### config.mk
export PLATFORM = sky130hd
export DESIGN_NAME = fishingrod_dec_control
export DESIGN_NICKNAME = d
export VERILOG_FILES = /design/src/rtl/fishingrod_dec_control.sv
export SDC_FILE = /design/constraint.sdc
export NUM_CORES = 1
export LEC_CHECK = 0
export CAP_MARGIN = 0
export CORE_ASPECT_RATIO = 1.2
export CORE_MARGIN = 1.5
export CORE_UTILIZATION = 45
export CTS_BUF_LIST = sky130_fd_sc_hd__clkbuf_4
export CTS_CLUSTER_SIZE = 20
export DETAILED_ROUTE_END_ITERATION = 10
export PLACE_DENSITY = 0.76
export RECOVER_POWER = 100
export SLEW_MARGIN = 20
export SYNTH_ARGS = -nofsm -noshare
export SYNTH_HDL_FRONTEND = slang
export SYNTH_SLANG_ARGS = --single-unit
export TNS_END_PERCENT = 30
### constraint.sdc
create_clock -name ck -period 3.4 [get_ports ck]
set_input_delay 1.02 -clock ck [delete_from_list [all_inputs] [get_ports ck]]
set_output_delay 1.02 -clock ck [all_outputs]
set_load 0.005 [all_outputs]
### src/rtl/fishingrod_dec_control.sv
// Decryption-direction sequencer for the parallel Fishingrod core.
// Rolls the key schedule forward to the last round key, then walks rounds back down to 0.
module fishingrod_dec_control #(
    parameter int LAST_ROUND = 18,
    parameter int RW         = 5
) (
    input  logic          ck,
    input  logic          rst,
    input  logic          start,
    output logic          busy,
    output logic          keyfwd,
    output logic          round0,
    output logic [RW-1:0] round,
    output logic [3:0]    sels,
    output logic [3:0]    selk,
    output logic          ready
);

    typedef enum logic [1:0] {
        IDLE,
        KEYFWD,
        DEC,
        DONE
    } state_t;

    localparam logic [RW-1:0] LAST = RW'(LAST_ROUND);

    state_t     state;
    logic [2:0] cnt;
    logic [7:0] enc_sel;

    // Encryption-direction select table, {sels,selk} per sub-cycle.
    function automatic logic [7:0] enc_table(input logic [2:0] c);
        logic [7:0] e;
        case (c)
            3'd0:    e = 8'b0111_0000;
            3'd1:    e = 8'b1011_0000;
            3'd2:    e = 8'b1001_0010;
            3'd3:    e = 8'b0000_0101;
            3'd4:    e = 8'b0111_1001;
            3'd5:    e = 8'b0011_1000;
            3'd6:    e = 8'b0001_1000;
            default: e = 8'b0000_1100;
        endcase
        return e;
    endfunction

    // NOTE: sequential state uses non-blocking assignments so every register
    // samples the pre-edge values of its neighbours.
    always_ff @(posedge ck or posedge rst) begin
        if (rst) begin
            state <= IDLE;
            cnt   <= 3'd0;
            round <= '0;
        end else if (start) begin
            state <= KEYFWD;
            cnt   <= 3'd0;
            round <= '0;
        end else begin
            case (state)
                IDLE: begin
                    cnt   <= 3'd0;
                    round <= '0;
                end
                KEYFWD: begin
                    cnt <= cnt + 3'd1;
                    if (cnt == 3'd7) begin
                        if (round == LAST) begin
                            state <= DEC;
                        end else begin
                            round <= round + RW'(1);
                        end
                    end
                end
                DEC: begin
                    cnt <= cnt + 3'd1;
                    // Round 0 finishes without decrementing, so the index never underflows.
                    if (cnt == 3'd7) begin
                        if (round == '0) begin
                            state <= DONE;
                        end else begin
                            round <= round - RW'(1);
                        end
                    end
                end
                DONE: begin
                    state <= IDLE;
                    cnt   <= 3'd0;
                    round <= '0;
                end
                default: begin
                    state <= IDLE;
                    cnt   <= 3'd0;
                    round <= '0;
                end
            endcase
        end
    end

    // NOTE: every output gets a default before the case so no latch is inferred.
    always_comb begin
        busy    = 1'b0;
        keyfwd  = 1'b0;
        ready   = 1'b0;
        sels    = 4'b0000;
        selk    = 4'b0000;
        enc_sel = 8'd0;
        case (state)
            KEYFWD: begin
                busy    = 1'b1;
                keyfwd  = 1'b1;
                enc_sel = enc_table(cnt);
                selk    = enc_sel[3:0];
            end
            DEC: begin
                busy          = 1'b1;
                // Decryption replays the encryption sub-cycles in reverse order.
                enc_sel       = enc_table(3'd7 - cnt);
                {sels, selk}  = enc_sel;
            end
            DONE: begin
                ready = 1'b1;
            end
            default: begin
                busy = 1'b0;
            end
        endcase
        round0 = busy & (round == '0);
    end

endmodule

; Word-level counts from Yosys, hierarchy flattened
; Cells that the tools add are included.
[word_totals]
ff_bits = 10
in_bits = 3
output_inout_bits = 17
wordCells = 61
[op_classes]
add_sub_neg = 4
eq_ne = 23
n_mux = 21
n_bitwise = 1
reduce_logical = 9
[ops]
columns = cell, n
row1 = one-hot mux 8 bit (7 select lines), 1
row2 = one-hot mux 4 bit (7 select lines), 1
row3 = two-way mux 5 bit, 5
row4 = == test 3 bit (second input constant), 7
row5 = != test 3 bit (second input constant), 6
row6 = one-hot mux 5 bit (3 select lines), 1
row7 = == test 3 x 2 -> 1 bit (second input constant), 4
row8 = two-way mux 2 bit, 5
row9 = one-hot mux 4 bit (2 select lines), 1
row10 = == test 3 x 1 -> 1 bit (second input constant), 2
row11 = logical NOT 3 bit, 2
row12 = one-hot mux 2 bit (3 select lines), 1
row13 = one-hot mux 3 bit (2 select lines), 1
row14 = adder 5 x 1 -> 5 bit (second input constant), 1
row15 = == test 5 bit (second input constant), 1
row16 = logical NOT 5 bit, 1
row17 = AND reduction 5 bit, 1
row18 = subtractor 5 x 1 -> 5 bit (second input constant), 1
row19 = == test 2 bit (second input constant), 2
row20 = two-way mux 4 bit, 1
row21 = AND reduction 4 bit, 1
row22 = nonzero test 4 bit, 1
row23 = OR reduction 2 bit, 2
row24 = adder 3 x 1 -> 3 bit (second input constant), 1
row25 = other kinds (6), 8

; Logic depth before layout (Yosys ltp)
[depth]
word_depth = 5
mapped_depth = 9
mapped_depth_nobuf = 9

; Worst setup path after synthesis
; Ideal clock, no wire load.
[synth_timing]
path_type = flip-flop to output port
startpoint = register cnt[0]
endpoint = output port selk[2]
arrival_time_ns = 1.506
t_required_ns = 2.380
path_slack_ns = 0.874
path_stages_with_launch = 6
n_path_buf = 0
cell_sequence = dfrtp_1 -> ha_1 -> ha_1 -> nor4_1 -> o21ai_0 -> a21oi_1
[synth_via]
elab_chain_len = 4
elab_cells_between_ends = 18
classes_between = 1 x add/sub / 12 x eq/ne / 3 x mux / 2 x reduce/logical
[synth_lines]
columns = element, line
row1 = start: declaration, 29  ; logic [2:0] cnt;
row2 = start signal: assignment, 66  ; cnt <= cnt + 3'd1;
row3 = start signal: assignment, 76  ; cnt <= cnt + 3'd1;
row4 = subtractor 3 bit, 118  ; enc_sel = enc_table(3'd7 - cnt);
row5 = == test 3 bit (tied with other cells), 35  ; case (c)
row6 = one-hot mux 8 bit (7 select lines), 35
row7 = one-hot mux 4 bit (2 select lines) (*), 108  ; case (state)
row8 = end: declaration, 15  ; output logic [3:0] selk,
; Every way passes the cells marked *; elsewhere a longest branch is shown, timed or not.

; Worst setup path in the final report
[layout_timing]
startpoint = register cnt[0]
endpoint = output port selk[3]
; The elaborated chain is that of the path after synthesis.

==> run_results.csv <==
group,metric,value,unit
final_layout,mostFrequentLayoutCell,"clkdlybuf4s50_1",
clock_network,cts_tree,"built",
drt,ant_nets,0,
timing,max_slew_margin,68.3,%
final_layout,most-common-layout-cells,"clkdlybuf4s50_1 (17), a21oi_1 (11), ha_1 (11), inv_1 (10), dfrtp_1 (10)",
worst_setup_path,worstPathArrival,2.32,ns
final_layout,final_cells,147,
timing,number_of_hold_violations_in_the_final_report,0,
floorplan,die_height,52.3,µm
logic_synthesis,synthesized_netlist_cell_count,109,
power,p_per_area,237,nW/µm²
final_layout,antenna_cells_inserted,0,
global_routing,first_global_vias,867,
worst_setup_path,setup.worst_path.class,"flip-flop to primary output",
drt,detail_route.first_pass.iterations,4,
global_routing,maximum_number_of_pins_on_one_net_before_global_route_repair,15,
floorplan,core_area,1870,µm²
final_layout,layout.core_utilization,61.8,%
drt,dr_total_vias,890,
logic_synthesis,synth_area,912,µm²
logic_synthesis,yosysUniqueCellTypes,34,
logic_synthesis,synth_fp_nets,125,
clock_network,cts.hold.buffers_added,0,
final_layout,layout.filler_cells,162,
global_routing,globalRouteTotalUtil,22.7,%
placement,gpl.final_weighted_congestion,0.864,
power,leakage,0.491,nW
logic_synthesis,synth.avg_cell_area,8.37,µm²
clock_network,ctsLongestPathBuffers,2,
timing,min_period_over_period,98.2,%
worst_setup_path,timing.critical_path.required,2.38,ns
logic_synthesis,ys_ff_latch,10,
worst_hold_path,worst_hold_path_class,"flip-flop to flip-flop",
clock_network,cts.clk_slew.worst_paths,0.07,ns
logic_synthesis,synth_warnings,0,
drt,route.detailed.vias_per_inst,6.05,
drt,routedWlPerCell,15.0,µm
drt,initialDrtViolationCount,19,
logic_synthesis,synth_ff_type,"dfrtp_1",
floorplan,floorplan.initialDensity,48.7,%
global_routing,grt.overflow.total,0,
timing,finalWorstPathRequiredPeriod,3.34,ns
worst_setup_path,crit_fanout,4,
final_layout,fin_area,1160,µm²
clock_network,master_cell_of_the_clock_root_buffer,"clkbuf_4",
placement,port-buffer-count,19,
timing,setup_viol,0,
floorplan,floorplan.die_area,2310,µm²
global_routing,grt_first_pass_wirelength,3.75,mm
worst_setup_path,timing.critical_path.from_type,"flip-flop",
drt,remaining_drc_errors,0,
timing,totalNegativeSetupSlack,0,ns
outcome,outcome,"completed",
clock_network,cts_htree_levels,1,
logic_synthesis,async_reset_ff_share,100,%
timing,achievable-frequency,300,MHz
floorplan,ioPinCount,20,
run,max_cap_violations,0,
final_layout,layout-drive-gt1-share,7.81,%
floorplan,placementRows,17,
placement,dp_area,1120,µm²
timing,final-max-slew-violation-count,0,
logic_synthesis,ys_seq_area_share,27.4,%
placement,hpwlAfterDp,1.63,mm
timing,worstMarginPinSlew,0.475,ns
timing,grt_setup_unrepaired,"true",
final_layout,design.final.nets,146,
drt,totalWireLength,2.21,mm
power,vdd.ir_drop.worst,152,µV
timing,worst_clock_skew,0.00659,ns
global_routing,antenna_violations_before_repair,0,
worst_setup_path,endpoint_kind,"primary output",
clock_network,clk-insertion-delay-late,0.28,ns
floorplan,fp.dieW,44.1,µm
logic_synthesis,count_of_flip_flops_with_a_built_in_enable_after_synthesis,0,
power,fin_total_pwr,0.274,mW
placement,placed_cells,144,
final_layout,syn_to_final_growth,26.9,%
clock_network,number_of_buffers_created_by_cts,3,
clock_network,postCtsSetupRepairBufs,0,
clock_network,cts.sinks,10,
## flip-flops by register name, summed over array words and instances (netlist names)
register / flops
cnt: 3
round: 5
state: 2
## repair_timing
| item | 4_1_cts | 5_1_grt |
|---|---|---|
| gates resized for setup | 1 | 3 |
| endpoints found under the setup margin | 2 | 5 |
| hold endpoints to repair | 0 | 0 |
| pin swaps | 0 | 0 |
## worst max-delay path: stages (launching register included)
cell	delay (ns)
dfrtp_1	0.40
inv_1	0.08
ha_1	0.23
and2_1	0.18
a21o_1	0.20
nor4_4	0.19
o31ai_1	0.12
a21oi_1	0.13
clkdlybuf4s50_1	0.51
## layer usage
metal / wire [µm] / up-vias / GRT usage, %
li1: - / 426 / -
met1: 840 / 415 / 24.8
met2: 1170 / 42 / 39.5
met3: 143 / 7 / 3.79
met4: 53 / 0 / 14.6
met5: 0 / - / 0
## kinds of logic after synthesis
logic type      Yosys count  share of synthesized area [%]
flops                    10                           27.4
xor+xnor                  3                           2.88
fa+ha+maj                13                           18.7
buf+inv                  14                           5.90
simple gates             39                           22.6
compound gates           30                           22.5
## cell type report
class | instances | area [µm²] | area share [%]
Tap cell | 19 | 23.8 | 2.05
Clock buffer | 3 | 22.5 | 1.95
Sequential cell | 10 | 250 | 21.6
Multi-Input combinational cell | 85 | 626 | 54.1
Timing Repair Buffer | 20 | 198 | 17.1
Inverter | 10 | 37.5 | 3.24
## path summary, 6_finish.rpt
| path | slack [ns] | start | endpoint | depth (start not counted) |
|---|---|---|---|---|
| max | 0.06 | cnt[0] | selk[3] | 8 |
| min | 0.51 | cnt[0] | cnt[0] | 1 |
| max reg2reg | 1.11 | state[0] | round[4] | 9 |
| min reg2reg | 0.51 | cnt[0] | cnt[0] | 1 |
| max in group asynchronous | 1.94 | rst | cnt[2] | 2 |
| min in group asynchronous | 1.17 | rst | round[4] | 2 |
## Yosys cell counts (2+ instances only)
cell type | n | share of area [%]
a21oi_1 | 11 | 6.0
and2_1 | 2 | 1.4
clkbuf_1 | 3 | 1.2
dfrtp_1 | 10 | 27
ha_1 | 12 | 16
inv_1 | 10 | 4.1
nand2_1 | 6 | 2.5
nand2b_1 | 3 | 2.1
nand3_1 | 2 | 1.1
nor2_1 | 8 | 3.3
nor3_1 | 7 | 3.8
nor3b_1 | 2 | 1.6
nor4_1 | 3 | 2.1
o211ai_1 | 2 | 1.6
o21ai_0 | 4 | 2.2
o21bai_1 | 2 | 1.6
o41ai_1 | 2 | 1.9
or3_1 | 3 | 2.1
xor2_1 | 2 | 1.9
## metrics by stage
stage          hold slack [ns]  setup WS (ns)
3_3_place_gp             0.486          0.316
2_1_floorplan            0.472          0.874
6_report                 0.513         0.0619
5_1_grt                  0.532        -0.0668
3_5_place_dp             0.507          0.238
4_1_cts                  0.516         0.0164
## report_power, final
part | leakage, nW | switching, mW | total [mW] | internal (mW)
Sequential | 0.132 | 0.00347 | 0.125 | 0.122
Combinational | 0.346 | 0.0316 | 0.0633 | 0.0317
Clock | 0.0138 | 0.0446 | 0.0857 | 0.0411
Note: power is estimated with default switching activity, not from simulation.
